==> config.mk <==
export PLATFORM = sky130hd
export DESIGN_NAME = tdm_mux_8_to_1
export DESIGN_NICKNAME = d
export VERILOG_FILES = /design/src/rtl/tdm_mux_8_to_1.sv
export SDC_FILE = /design/constraint.sdc
export NUM_CORES = 1
export LEC_CHECK = 0
export BUFFER_PORTS_ARGS = -buffer_cell sky130_fd_sc_hd__buf_2
export CORE_AREA = 4 4 66 68
export DETAILED_ROUTE_END_ITERATION = 10
export DIE_AREA = 0 0 70 72
export HOLD_SLACK_MARGIN = 0.08
export PLACE_DENSITY = 0.52
export REMOVE_ABC_BUFFERS = 1
export SLEW_MARGIN = 20
export SYNTH_ARGS = -nofsm -noshare
export SYNTH_HDL_FRONTEND = slang
export SYNTH_SLANG_ARGS = --single-unit
==> constraint.sdc <==
create_clock -name clk -period 1.73 [get_ports clk]
set_clock_uncertainty 0.2 [all_clocks]
set_input_delay 0.2595 -clock clk [delete_from_list [all_inputs] [get_ports clk]]
set_output_delay 0.2595 -clock clk [all_outputs]
set_load 0.05 [all_outputs]
==> src/rtl/tdm_mux_8_to_1.sv <==
// Time-division multiplexer: accepts one 8-bit frame per handshake and serializes it
// onto a single bit line, tagging each bit with its 3-bit channel select.
module tdm_mux_8_to_1 #(
  parameter int unsigned ORDER = 0
) (
  input  logic       clk,
  input  logic       rst_n,
  input  logic [7:0] din,
  input  logic       in_valid,
  output logic       in_ready,
  output logic       dout,
  output logic [2:0] sel,
  output logic       dout_valid,
  input  logic       dout_ready,
  output logic       frame_start,
  output logic       frame_end,
  output logic [7:0] frames_sent
);

  localparam int unsigned DW = 8;
  localparam int unsigned PW = 3;
  localparam int unsigned CW = 8;
  localparam logic [PW-1:0] LAST_POS = PW'(7);

  typedef enum logic {
    IDLE = 1'b0,
    SEND = 1'b1
  } state_t;

  state_t        state_q, state_d;
  logic [PW-1:0] pos_q, pos_d;
  logic [DW-1:0] shadow_q, shadow_d;
  logic [CW-1:0] frames_q, frames_d;

  // Output view of the registered frame position.
  assign sel         = (ORDER == 0) ? pos_q : LAST_POS - pos_q;
  assign dout        = shadow_q[sel];
  assign dout_valid  = (state_q == SEND);
  assign frame_start = dout_valid && (pos_q == '0);
  assign frame_end   = dout_valid && (pos_q == LAST_POS);
  assign frames_sent = frames_q;

  // Next-state logic; the last beat doubles as the reload window for the next frame.
  always_comb begin
    state_d  = state_q;
    pos_d    = pos_q;
    shadow_d = shadow_q;
    frames_d = frames_q;
    in_ready = 1'b0;
    case (state_q)
      IDLE: begin
        in_ready = rst_n;
        if (in_valid && rst_n) begin
          shadow_d = din;
          pos_d    = '0;
          state_d  = SEND;
        end
      end
      SEND: begin
        in_ready = rst_n && (pos_q == LAST_POS) && dout_ready;
        if (dout_ready) begin
          if (pos_q != LAST_POS) begin
            pos_d = pos_q + PW'(1);
          end else begin
            frames_d = frames_q + CW'(1);
            pos_d    = '0;
            if (in_valid) begin
              shadow_d = din;
            end else begin
              state_d = IDLE;
            end
          end
        end
      end
      default: state_d = IDLE;
    endcase
  end

  always_ff @(posedge clk) begin
    if (!rst_n) begin
      state_q  <= IDLE;
      pos_q    <= '0;
      shadow_q <= '0;
      frames_q <= '0;
    end else begin
      state_q  <= state_d;
      pos_q    <= pos_d;
      shadow_q <= shadow_d;
      frames_q <= frames_d;
    end
  end

endmodule

# == Yosys cells after proc, flatten, opt, wreduce, memory -nomap -nowiden ==
# Index checks and enable logic that the tools add are counted.
# totals
output_inout_bits,16
word_cells,41
inputBits,12
reg_bits,20
# op_classes
order_cmp,1
n_bitwise,2
addsub,2
n_reduce_logical,9
muxes,17
eq_ne,6
# op_table
op,n
2-to-1 mux 8 bit,4
case mux 8 bit (2 select lines),1
2-to-1 mux 3 bit,3
"adder 8 x 1 -> 8 bit, second input constant",1
"!= test 2 bit, second input constant",4
case mux 3 bit (2 select lines),1
logical AND 1 bit,5
2-to-1 mux 1 bit,5
"< comparator 3 x 4 -> 1 bit, second input constant",1
case mux 1 bit (2 select lines),2
AND reduction 4 bit,1
"adder 3 x 1 -> 3 bit, second input constant",1
binary-select mux 1 bit (select 3 bit),1
"== test 3 bit, second input constant",1
zero test 3 bit,1
"!= test 3 bit, second input constant",1
AND reduction 3 bit,1
NOT 1 bit,2
AND reduction 2 bit,1

# == Depth between registers and ports, before layout ==
# depth
depth_word,4
depth_mapped,6
ltp_nobuf,5

# == Worst setup path after synthesis ==
# No wires, ideal clock.
# synth_path
kind,register to output
start,"reg pos_q[0], in the netlist sel[0]"
end,out in_ready
stages_incl_launch_ff,5
n_path_buf,0
t_arrival_ns,1.961
required_ns,1.270
path_slack_ns,-0.690
path_cell_list,dfxtp_1 > ha_1 > ha_1 > a21boi_2 > nor2_1
# synth_via
elab_chain_len,4
# synth_lines
element,line,rtl
from (decl),31,"logic [PW-1:0] pos_q, pos_d;"
from (signal assigned),87,pos_q <= pos_d;
== test 3 bit,60,in_ready = rst_n && (pos_q == LAST_POS) && dout_ready;
logical AND 1 bit (2 in a row),60,
case mux 1 bit (2 select lines),50,case (state_q)
to (decl),10,"output logic in_ready,"
# No other way between the ends.

# == Final worst setup path ==
# layout_path
start,"reg pos_q[0], in the netlist sel[0]"
end,out dout
# layout_via
elab_chain_len,2
# layout_lines
element,line,rtl
binary-select mux 1 bit (select 3 bit),37,assign dout = shadow_q[sel];
2-to-1 mux 1 bit (not written as such),37,
to (decl),11,"output logic dout,"
# No other way between the ends. The select of a mux whose other input is x is not followed.

==> flow_metrics.env <==
export IMPL_ys_ff_latch=20
export IMPL_initial_utilization_pct=25.6
export IMPL_avgSynthCellArea_um2=8.96
export IMPL_cts_sinks=20
export IMPL_seq_area_frac_synth_pct=40.6
export IMPL_min_period_over_period_pct=119
export IMPL_gp_congestion=0.759
export IMPL_cp_max_fo=6
export IMPL_cts_tree="built"
export IMPL_min_period_ns=2.05
export IMPL_synth_warnings=0
export IMPL_crit_type="flop to primary output"
export IMPL_multiInputGateArea_um2=698
export IMPL_wire_per_inst_um=13.4
export IMPL_max_freq_mhz=488
export IMPL_finalSetupTns_ns=-1.75
export IMPL_synthDominantAreaCellType="dfxtp_1"
export IMPL_vias_per_cell=4.80
export IMPL_synth_most_common_cell="dfxtp_1"
export IMPL_hp_class="input port to flop"
export IMPL_cp_arrival_ns=1.59
export IMPL_path_cells="mux4_2 -> mux2_4 -> buf_6"
export IMPL_first_iter_violations=42
export IMPL_setup_slack_ns=-0.320
export IMPL_grt_pass1_wl_um=4490
export IMPL_detailed_place_hpwl_um=1940
export IMPL_antenna_cells=0
export IMPL_port_buffer_count=27
export IMPL_cellPowerDensity_nw_per_um2=628
export IMPL_setup_viol=17
export IMPL_slowest_stage="mux4_2"
export IMPL_required_ns=1.27
export IMPL_synth_edf_count=0
export IMPL_power_mw=1.01
export IMPL_crit_path_start_kind="flop"
export IMPL_pin_count=28
export IMPL_core_um2=3860
export IMPL_drc=0
export IMPL_p_leak_nw=0.657
export IMPL_clock_latency_ns=0.26
export IMPL_grt_max_degree=20
export IMPL_synth_top_flop_cell="dfxtp_1"
export IMPL_synthCells=110
export IMPL_ys_types=28
export IMPL_gr_usage_all_layers_pct=11.2
export IMPL_synth_top_cells_by_count="20 x dfxtp_1, 15 x a21oi_1, 11 x o21ai_0, 9 x nand3_1, 8 x nand2_1"
export IMPL_fillers=396
export IMPL_fp_dieH_um=72
export IMPL_antenna_found_initial=0
export IMPL_cts_root_buf="clkbuf_8"
export IMPL_cts_max_level=1
export IMPL_regArea_um2=404
export IMPL_violations="setup timing"
export IMPL_finalHoldViolations=0
export IMPL_area_delta_synth_final_pct=63.7
export IMPL_fp_dieArea_um2=5040
export IMPL_slew_headroom_pct=79.6
export IMPL_maxCapViolations=0
export IMPL_rsz0062_at_grt="true"
export IMPL_cts_buffer_depth=2
export IMPL_nets=178
export IMPL_cp_end_kind="primary output"
export IMPL_slew_viol_final=0
export IMPL_max_stage_delay_ns=0.50
export IMPL_cts_buffers=3
export IMPL_rows=23
export IMPL_first_global_vias=990
export IMPL_outcome="finished with violations"
export IMPL_yosys_area_top_type_share_pct=40.6
export IMPL_routed_wl_um=2810
export IMPL_syn_area_um2=986
export IMPL_async_reset_ff_share_pct=0
export IMPL_overflow=0
export IMPL_drive_above_1_share_pct=49.4
export IMPL_chipWidth_um=70
export IMPL_path_clk_slew_ns=0.08
export IMPL_vias=1009
export IMPL_ir_worst_vdd_uv=538
export IMPL_firstDrtPassIters=4
export IMPL_synth_area_leaders="dfxtp_1 41%, a21oi_1 7.6%, ha_1 6.3%, o21ai_0 5.6%, nand3_1 4.6%"
export IMPL_worst_slew_pin_slew_ns=0.297
export IMPL_ant_nets=0
## logic make-up (layout without fill, tap and decap cells)
family / count (synthesis) / in the layout / share of synthesized area (%)
xor gates and xnor gates: 2 / 2 / 1.78
DFF: 20 / 20 / 40.6
adders and majority gates: 5 / 5 / 6.35
buffers and inverters: 10 / 60 / 4.57
and+or+nand+nor: 36 / 36 / 20.2
muxes: 5 / 5 / 7.74
AOI/OAI and AO/OA: 32 / 32 / 18.8
## report_power, final
part | leakage, nW | switching, mW | internal [mW]
Combinational | 0.465 | 0.0985 | 0.0724
Sequential | 0.163 | 0.00800 | 0.473
Clock | 0.0288 | 0.158 | 0.203
## state kept, by name, summed over array words and instances, names as in the netlist
| register | count |
|---|---|
| dout_valid | 1 |
| frames_sent | 8 |
| sel | 3 |
| shadow_q | 8 |
## critical path: cells and delay by family (launching register included)
kind,cells,cell delay (ns)
multiplexers,2,0.79
flip-flops,1,0.39
buffers and inverters,1,0.15
## cell type report
class | instances | share of cell area, %
multi-input combinational | 80 | 43.3
timing repair buffer | 52 | 23.5
clock buffer | 4 | 3.41
inverter | 4 | 0.930
tap | 50 | 3.88
sequential | 20 | 25.0
## final timing paths
path / start / to / slack [ns] / cells past startpoint
setup / recovery: sel[0] / dout / -0.32 / 3
hold / removal: rst_n / frames_sent[7] / 0.13 / 3
setup reg to reg: sel[0] / frames_sent[6] / -0.15 / 7
hold reg to reg: shadow_q[5] / shadow_q[5] / 0.28 / 2
## per-layer routing
metal | GRT usage [%] | wire, µm
met4 | 3.83 | 36
met2 | 20.0 | 1490
met3 | 3.74 | 163
met5 | 0 | 0
met1 | 12.4 | 1130
## placed cells by master (no fill, tap or decap), types with 6 or more instances in the layout
cell type,count
dfxtp_1,19
a21oi_2,6
nor2_1,6
buf_2,23
dlygate4sd3_1,8
o21ai_0,10
buf_4,15
a21oi_1,9
nand2_1,8
nand3_2,8
## timing repair
action | in CTS | in global routing
pin swaps | 0 | 26
setup buffers | 0 | 5
endpoints found under the setup margin | 20 | 20
resized for setup | 8 | 38
hold buffers | 8 | 0
hold endpoints to repair | 8 | 0
## stage by stage
step	instances	hold slack (ns)	utilization, %	area [µm²]	worst slack, ns
2_1_floorplan	104	0.177	-	956	-0.690
3_3_place_gp	194	0.267	32.4	1250	-0.168
3_5_place_dp	194	0.281	32.4	1250	-0.270
4_1_cts	206	0.0964	36.6	1410	-0.335
5_1_grt	210	0.117	41.9	1610	-0.382
6_report	210	0.135	41.9	1610	-0.320
Note: power is estimated with default switching activity, not from simulation.
